## src/rtl/cpu_pkg.sv

```systemverilog
// ============================================================================
// Package     : cpu_pkg
// Description : Shared definitions for the CPU control sequencer. It holds
//               the sequencer state encoding, the opcode nibble values, the
//               stack sub-op field values and the two full-word opcodes
//               (return and stop).
// Revision    : 1.0 - initial release
// ============================================================================
`default_nettype none

package cpu_pkg;

  // Sequencer states. The encoding is visible on the state output port.
  typedef enum logic [2:0] {
    ST_FETCH = 3'd0,
    ST_EXEC1 = 3'd1,
    ST_EXEC2 = 3'd2,
    ST_MULW  = 3'd3,
    ST_HALT  = 3'd4
  } state_t;

  // Opcode nibble, taken from instruction[INSTR_W-1 -: 4]
  localparam logic [3:0] OP_ALU   = 4'b0100;
  localparam logic [3:0] OP_STACK = 4'b0110;  // PUSH/POP, told apart by [11:10]
  localparam logic [3:0] OP_LDI   = 4'b0111;
  localparam logic [2:0] OP_MUL   = 3'b100;   // upper three bits only; bit 0 is free
  localparam logic [3:0] OP_JMD   = 4'b1100;
  localparam logic [3:0] OP_CALL  = 4'b1101;

  // Stack sub-op field, instruction[11:10]
  localparam logic [1:0] SUB_PUSH = 2'b00;
  localparam logic [1:0] SUB_POP  = 2'b10;

  // Instructions recognised by their complete word
  localparam logic [15:0] RTN_WORD = 16'hF000;
  localparam logic [15:0] STP_WORD = 16'hF010;

endpackage

`default_nettype wire

```

## src/rtl/stack_pointer.sv

```systemverilog
// ============================================================================
// Module      : stack_pointer
// Description : Bounded stack pointer. It counts up on i_inc and down on
//               i_dec, and never goes past STACK_DEPTH or below zero.
//               It also reports full and empty.
// Ports       : i_clk      - system clock, rising edge
//               i_reset_n  - asynchronous active-low reset (sp -> 0)
//               i_inc      - push request
//               i_dec      - pop request
//               o_sp       - registered stack pointer
//               o_full     - sp == STACK_DEPTH
//               o_empty    - sp == 0
// Revision    : 1.0 - initial release
// ============================================================================
`default_nettype none

module stack_pointer #(
  parameter  int STACK_DEPTH = 8,
  localparam int SP_W        = $clog2(STACK_DEPTH + 1)
) (
  input  logic            i_clk,
  input  logic            i_reset_n,
  input  logic            i_inc,
  input  logic            i_dec,
  output logic [SP_W-1:0] o_sp,
  output logic            o_full,
  output logic            o_empty
);

  logic [SP_W-1:0] r_sp;

  assign o_sp    = r_sp;
  assign o_full  = (r_sp == SP_W'(STACK_DEPTH));
  assign o_empty = (r_sp == '0);

  // The bounds are also enforced here. A bad request from the caller then
  // cannot wrap the pointer.
  always_ff @(posedge i_clk or negedge i_reset_n) begin
    if (!i_reset_n) begin
      r_sp <= '0;
    end else if (i_inc && !i_dec && !o_full) begin
      r_sp <= r_sp + 1'b1;
    end else if (i_dec && !i_inc && !o_empty) begin
      r_sp <= r_sp - 1'b1;
    end
  end

endmodule

`default_nettype wire

```

## src/rtl/instr_sequencer.sv

```systemverilog
// ============================================================================
// Module      : instr_sequencer
// Description : Fetch/execute control sequencer. It waits on the memory-ready
//               handshake, takes multiple cycles for LDI and MUL, traps stack
//               overflow and underflow into HALT, and leaves HALT on a
//               resume pulse.
// Configuration macro:
//               INSTR_SEQUENCER_MUL_EN - when defined, MUL enters MULW and
//               runs a down-counter. When undefined, MUL decodes as a NOP,
//               o_mul_busy is tied low and no counter is built.
// Ports       : i_clk, i_reset_n       - clock, async active-low reset
//               i_instruction          - IR contents (valid from EXEC1)
//               i_mem_ready            - instruction RAM data valid
//               i_resume               - leave HALT (single-cycle pulse)
//               o_state                - current state encoding
//               o_ir_en, o_pc_cnt_en   - IR load, PC increment
//               o_pc_sload             - PC load (jump/call/return)
//               o_reg_write_address    - instruction[REG_ADDR_W+5:6]
//               o_reg_read_address     - instruction[REG_ADDR_W-1:0]
//               o_reg_wren             - register-file write
//               o_ram_wren_data        - data-RAM write (push/call)
//               o_sp                   - stack pointer
//               o_mul_busy             - multiply in progress
//               o_stack_overflow/underflow - sticky traps, cleared by resume
//               o_halted               - in HALT
// Revision    : 1.0 - initial release
// ============================================================================
`default_nettype none

module instr_sequencer
  import cpu_pkg::*;
#(
  parameter  int INSTR_W     = 16,
  parameter  int REG_ADDR_W  = 3,
  parameter  int STACK_DEPTH = 8,
  parameter  int MUL_CYCLES  = 4,
  localparam int SP_W        = $clog2(STACK_DEPTH + 1)
) (
  input  logic                  i_clk,
  input  logic                  i_reset_n,
  input  logic [INSTR_W-1:0]    i_instruction,
  input  logic                  i_mem_ready,
  input  logic                  i_resume,
  output logic [2:0]            o_state,
  output logic                  o_ir_en,
  output logic                  o_pc_cnt_en,
  output logic                  o_pc_sload,
  output logic [REG_ADDR_W-1:0] o_reg_write_address,
  output logic [REG_ADDR_W-1:0] o_reg_read_address,
  output logic                  o_reg_wren,
  output logic                  o_ram_wren_data,
  output logic [SP_W-1:0]       o_sp,
  output logic                  o_mul_busy,
  output logic                  o_stack_overflow,
  output logic                  o_stack_underflow,
  output logic                  o_halted
);

  if (MUL_CYCLES < 2) begin : g_bad_mul_cycles
    $error("instr_sequencer: MUL_CYCLES must be at least 2");
  end

  state_t r_state;
  logic   r_overflow;
  logic   r_underflow;

  // --------------------------------------------------------------------------
  // Decode
  // --------------------------------------------------------------------------
  logic [3:0] w_op;
  logic [1:0] w_sub;
  logic       w_is_alu, w_is_push, w_is_pop, w_is_jmd, w_is_call;
  logic       w_is_ldi, w_is_mul, w_is_rtn, w_is_stp;

  assign w_op      = i_instruction[INSTR_W-1 -: 4];
  assign w_sub     = i_instruction[11:10];
  assign w_is_alu  = (w_op == OP_ALU);
  assign w_is_push = (w_op == OP_STACK) && (w_sub == SUB_PUSH);
  assign w_is_pop  = (w_op == OP_STACK) && (w_sub == SUB_POP);
  assign w_is_jmd  = (w_op == OP_JMD);
  assign w_is_call = (w_op == OP_CALL);
  assign w_is_ldi  = (w_op == OP_LDI);
  assign w_is_rtn  = (i_instruction == INSTR_W'(RTN_WORD));
  assign w_is_stp  = (i_instruction == INSTR_W'(STP_WORD));
`ifdef INSTR_SEQUENCER_MUL_EN
  assign w_is_mul  = (w_op[3:1] == OP_MUL);
`else
  assign w_is_mul  = 1'b0;
`endif

  assign o_reg_write_address = i_instruction[REG_ADDR_W+5:6];
  assign o_reg_read_address  = i_instruction[REG_ADDR_W-1:0];

  // --------------------------------------------------------------------------
  // Stack bounds and traps
  // --------------------------------------------------------------------------
  logic w_full, w_empty, w_sp_inc, w_sp_dec;
  logic w_push_like, w_pop_like, w_ovf_trap, w_unf_trap;

  assign w_push_like = w_is_push || w_is_call;
  assign w_pop_like  = w_is_pop  || w_is_rtn;
  assign w_ovf_trap  = (r_state == ST_EXEC1) && w_push_like && w_full;
  assign w_unf_trap  = (r_state == ST_EXEC1) && w_pop_like  && w_empty;

  stack_pointer #(.STACK_DEPTH(STACK_DEPTH)) u_stack_pointer (
    .i_clk     (i_clk),
    .i_reset_n (i_reset_n),
    .i_inc     (w_sp_inc),
    .i_dec     (w_sp_dec),
    .o_sp      (o_sp),
    .o_full    (w_full),
    .o_empty   (w_empty)
  );

  // --------------------------------------------------------------------------
  // Multiply down-counter
  // --------------------------------------------------------------------------
`ifdef INSTR_SEQUENCER_MUL_EN
  localparam int CNT_W = $clog2(MUL_CYCLES);
  logic [CNT_W-1:0] r_mul_cnt;

  // EXEC1 is the first multiply cycle. MULW therefore counts
  // MUL_CYCLES-2 .. 0.
  always_ff @(posedge i_clk or negedge i_reset_n) begin
    if (!i_reset_n) begin
      r_mul_cnt <= '0;
    end else if (r_state == ST_EXEC1 && w_is_mul) begin
      r_mul_cnt <= CNT_W'(MUL_CYCLES - 2);
    end else if (r_state == ST_MULW && r_mul_cnt != '0) begin
      r_mul_cnt <= r_mul_cnt - 1'b1;
    end
  end

  assign o_mul_busy = (r_state == ST_MULW);
`else
  assign o_mul_busy = 1'b0;
`endif

  // --------------------------------------------------------------------------
  // Strobes: combinational from state and instruction
  // --------------------------------------------------------------------------
  always_comb begin
    o_ir_en         = 1'b0;
    o_pc_cnt_en     = 1'b0;
    o_pc_sload      = 1'b0;
    o_reg_wren      = 1'b0;
    o_ram_wren_data = 1'b0;
    w_sp_inc        = 1'b0;
    w_sp_dec        = 1'b0;
    case (r_state)
      ST_FETCH: begin
        o_ir_en     = i_mem_ready;
        o_pc_cnt_en = i_mem_ready;
      end
      ST_EXEC1: begin
        // A trapping stack access must have no side effects at all.
        if (!w_ovf_trap && !w_unf_trap) begin
          o_reg_wren      = w_is_alu || w_is_pop;
          o_ram_wren_data = w_push_like;
          o_pc_sload      = w_is_jmd || w_is_call || w_is_rtn;
          w_sp_inc        = w_push_like;
          w_sp_dec        = w_pop_like;
        end
      end
      ST_EXEC2: begin
        o_reg_wren  = i_mem_ready;
        o_pc_cnt_en = i_mem_ready;
      end
`ifdef INSTR_SEQUENCER_MUL_EN
      ST_MULW: begin
        o_reg_wren = (r_mul_cnt == '0);
      end
`endif
      default: ;
    endcase
  end

  // --------------------------------------------------------------------------
  // State machine and sticky trap flags
  // --------------------------------------------------------------------------
  always_ff @(posedge i_clk or negedge i_reset_n) begin
    if (!i_reset_n) begin
      r_state     <= ST_FETCH;
      r_overflow  <= 1'b0;
      r_underflow <= 1'b0;
    end else begin
      case (r_state)
        ST_FETCH: begin
          if (i_mem_ready) r_state <= ST_EXEC1;
        end
        ST_EXEC1: begin
          if (w_ovf_trap) begin
            r_overflow <= 1'b1;
            r_state    <= ST_HALT;
          end else if (w_unf_trap) begin
            r_underflow <= 1'b1;
            r_state     <= ST_HALT;
          end else if (w_is_ldi) begin
            r_state <= ST_EXEC2;
          end else if (w_is_mul) begin
            r_state <= ST_MULW;
          end else if (w_is_stp) begin
            r_state <= ST_HALT;
          end else begin
            r_state <= ST_FETCH;
          end
        end
        ST_EXEC2: begin
          if (i_mem_ready) r_state <= ST_FETCH;
        end
`ifdef INSTR_SEQUENCER_MUL_EN
        ST_MULW: begin
          if (r_mul_cnt == '0) r_state <= ST_FETCH;
        end
`endif
        ST_HALT: begin
          if (i_resume) begin
            r_overflow  <= 1'b0;
            r_underflow <= 1'b0;
            r_state     <= ST_FETCH;
          end
        end
        default: r_state <= ST_FETCH;
      endcase
    end
  end

  assign o_state           = r_state;
  assign o_halted          = (r_state == ST_HALT);
  assign o_stack_overflow  = r_overflow;
  assign o_stack_underflow = r_underflow;

endmodule

`default_nettype wire
```

## config.mk

```make
export PLATFORM = sky130hd
export DESIGN_NAME = instr_sequencer
export DESIGN_NICKNAME = d
export VERILOG_FILES = /design/src/rtl/cpu_pkg.sv /design/src/rtl/stack_pointer.sv /design/src/rtl/instr_sequencer.sv
export SDC_FILE = /design/constraint.sdc
export NUM_CORES = 1
export LEC_CHECK = 0
export ABC_CLOCK_PERIOD_IN_PS = 2200
export CAP_MARGIN = 20
export CORE_UTILIZATION = 35
export CTS_CLUSTER_SIZE = 30
export DETAILED_ROUTE_END_ITERATION = 6
export PLACE_DENSITY = 0.79
export SYNTH_ARGS = -nofsm -noshare
export SYNTH_HDL_FRONTEND = slang
export SYNTH_SLANG_ARGS = --single-unit
```

## constraint.sdc

```tcl
create_clock -name i_clk -period 2.2 [get_ports i_clk]
set_input_delay 0.33 -clock i_clk [delete_from_list [all_inputs] [get_ports i_clk]]
set_output_delay 0.33 -clock i_clk [all_outputs]
set_load 0.02 [all_outputs]
```

==> run summary <==
Yosys warnings = 0
1st-iter DRT viols = 6
min Tclk post-route = 2337 ps
first-pass GRT wire length = 4.326 mm
Slew Limit Fails = 0
Reg clk slew, reported paths = 60 ps
CTS max path bufs = 2
area of the multi-input gates = 566.8 um^2
peak supply drop = 0.5023 mV
layout cells sized above 1 = 0.4106
post-synthesis sequential area ratio = 0.2835
number of synthesized flops with an enable pin = 0
Num CTS Buffers = 3
Horiz. Die Dim = 49.65 um
number of remaining DRC errors = 0
worst r2r path cells = 9
Area contributors post-synth = dfrtp_1 28%, buf_4 6.6%, nor4b_2 5.7%, a21oi_1 3.1%, ha_1 3.1%
DP Worst Slack = -728.9 ps
kind of critical path = register to register
clock latency on the worst-skew pair = 260 ps
area of the die = 0.002465 mm^2
final period utilization = 1.062
diode count = 0
Static Leak = 0.6405 nW
Fin. Hold Viols = 0
clk_skew = 4.526 ps
DRT Wirelength = 2.666 mm
IO Pins = 42
Hold Path Class = input port to asynchronous set/reset pin
GRT Total Usage = 0.2280
Synth Area per Inst = 9.347 um^2
Seq cells post-synth = 9
post-DR wirelength/cell = 14.98 um
post-route ant nets = 0
asr flop ratio synth = 1.000
Worst Path Max Fanout = 4
Synth area leader = dfrtp_1
number of global-route vias before repair = 1,012
Pre-antenna DRT Iters = 5
Worst Setup Slack, final = -137.4 ps
Syn Std Cell Area = 794.5 um^2
Pwr Total = 1.128 mW
failing checks = negative setup slack
Worst EP required = 2390 ps
crit end category = register
NumNets Final = 175
startpoint types = register
Vias/cell = 5.472
RSZ-0062 raised after global routing = yes
Port Buffers = 40
final hold slack = 374.7 ps
number of cell rows = 16
Post-Syn Instances = 85
dpl cells = 168
Largest stage delay, worst path = 400 ps
vias = 974
depth of the CTS H-tree = 1
Critical Path AT = 2530 ps
post-synth top area share = 0.2835
Distinct cells, synth = 39
Final setup viols = 1
CORE AREA = 0.002042 mm^2
CP max stage cell = dfrtp_2
Clock Sinks = 9
most common flop cell mapped by yosys = dfrtp_1
Area Growth Syn to Fin = 80.79%
total gr overflow = 0
CTS Root Cell = clkbuf_4
die height = 49.65 um
CTS tree = built
max-cap violations = 0
Cell Pwr Density = 785.1 mW/mm^2
Initial Utilization = 0.3891
max frequency = 427.8 MHz
Finished Layout Cells = 178
sequential cell area = 227.7 um^2
initial antenna violation count = 0
largest net degree at the start of global routing = 10
status = finished with violations
HPWL after DPL = 1.995 mm
CP Cell Sequence = or3_4, a221o_1, nand4_1, ha_1, a21o_1, a21oi_2, nand3_2, o211ai_1, o2bb2ai_1
fillcell total = 184
Syn Nets = 108
GPL Wtd Cong = 0.8228
[sequential cells by signal, indices dropped and copies added (netlist names)]
| signal | flops |
|---|---|
| u_stack_pointer.o_sp | 4 |
| o_state | 3 |
| o_stack_overflow | 1 |
| o_stack_underflow | 1 |
[worst paths after layout]
| path | from | end | slack (ps) |
|---|---|---|---|
| hold / removal | i_reset_n | o_state[2] | 370 |
| max in group asynchronous | i_reset_n | u_stack_pointer.o_sp[1] | 1500 |
| setup / recovery | u_stack_pointer.o_sp[1] | u_stack_pointer.o_sp[3] | -140 |
| setup reg to reg | u_stack_pointer.o_sp[1] | u_stack_pointer.o_sp[3] | -140 |
| hold reg to reg | o_stack_overflow | o_stack_overflow | 560 |
| min in group i_clk | i_instruction[12] | o_state[1] | 440 |
[worst max-delay path: cells and delay by family (launching register included)]
kind                       cells  cell delay [ps]
AOI/OAI and AO/OA              5              910
and+or+nand+nor                3              700
DFF                            1              400
adders and majority gates      1              260
[layout make-up]
type / instances / share of cell area
clock buffer: 4 / 0.01829
inverter: 4 / 0.01045
multi-input combinational: 65 / 0.3946
sequential: 9 / 0.1585
tap: 27 / 0.02352
timing repair buffer: 69 / 0.3946
[synthesized netlist by cell type, types with 2 or more instances]
cell type / number
a21oi_1: 5
a31oi_1: 2
a41oi_1: 2
buf_4: 7
dfrtp_1: 9
ha_1: 2
inv_1: 4
nand2_1: 3
nand3_1: 4
nand3b_1: 2
nand4_1: 3
nand4b_1: 2
nor2_1: 4
nor2b_1: 4
nor3_1: 2
nor4b_2: 3
o211ai_1: 3
o21a_1: 2
o21ai_1: 2
[per-stage QoR]
step / setup TNS, ps / cell area, um^2 / util
floorplan: -77.51 / 820.8 / -
CTS: -174.0 / 1416 / 0.6936
global placement: -3346 / 1375 / 0.6734
detailed placement: -3568 / 1375 / 0.6734
finish: -137.4 / 1436 / 0.7034
global route: -243.7 / 1436 / 0.7034
[layer usage]
layer / vias up / share of wire / track usage
met5: - / 0 / 0
met4: 0 / 0.029 / 0.1333
met3: 8 / 0.047 / 0.02160
met2: 45 / 0.53 / 0.4257
met1: 463 / 0.40 / 0.2443
li1: 458 / - / -
[placed cells by master, fill, tap and decap left out, types with 2 or more instances in the layout]
cell type / Yosys / routed
clkbuf_4: 0 / 3
inv_1: 4 / 4
nand4_1: 3 / 3
nand3_1: 4 / 2
clkdlybuf4s50_1: 0 / 20
o21a_1: 2 / 2
a21oi_1: 5 / 4
nand3_2: 0 / 2
a31oi_1: 2 / 2
o21ai_1: 2 / 2
nor3_1: 2 / 2
nand3b_1: 2 / 2
clkdlybuf4s15_2: 0 / 2
nor4b_4: 1 / 4
dfrtp_1: 9 / 7
nand4b_1: 2 / 2
nor2_1: 4 / 4
buf_2: 0 / 9
clkdlybuf4s15_1: 0 / 5
clkbuf_2: 0 / 2
o211ai_1: 3 / 3
a41oi_1: 2 / 2
nor2b_1: 4 / 4
buf_4: 7 / 29
nand2_1: 3 / 3
dfrtp_2: 0 / 2
[where the power goes]
| part | switching [mW] | total [mW] | internal (mW) | leakage, nW |
|---|---|---|---|---|
| clock network | 0.0564 | 0.126 | 0.0698 | 0.0150 |
| logic | 0.369 | 0.753 | 0.384 | 0.511 |
| registers | 0.0343 | 0.248 | 0.214 | 0.115 |
| total | 0.460 | 1.13 | 0.668 | 0.640 |
[cells by family after synthesis]
kind of cell / after synthesis / share of synthesized area
flops: 9 / 0.2835
xor+xnor: 1 / 0.01103
mux: 2 / 0.03149
other cells: 1 / 0.004720
compound gates: 23 / 0.2031
fa+ha+maj: 3 / 0.05669
buf+inv: 11 / 0.08503
simple gates: 35 / 0.3244
[what timing repair did]
item / in CTS / in global routing
hold buffers: 0 / 0
setup buffers: 4 / 2
pin swaps: 11 / 9
setup endpoints to repair: 6 / 7
resized for setup: 53 / 13
Power figures use the tool's default switching activity.
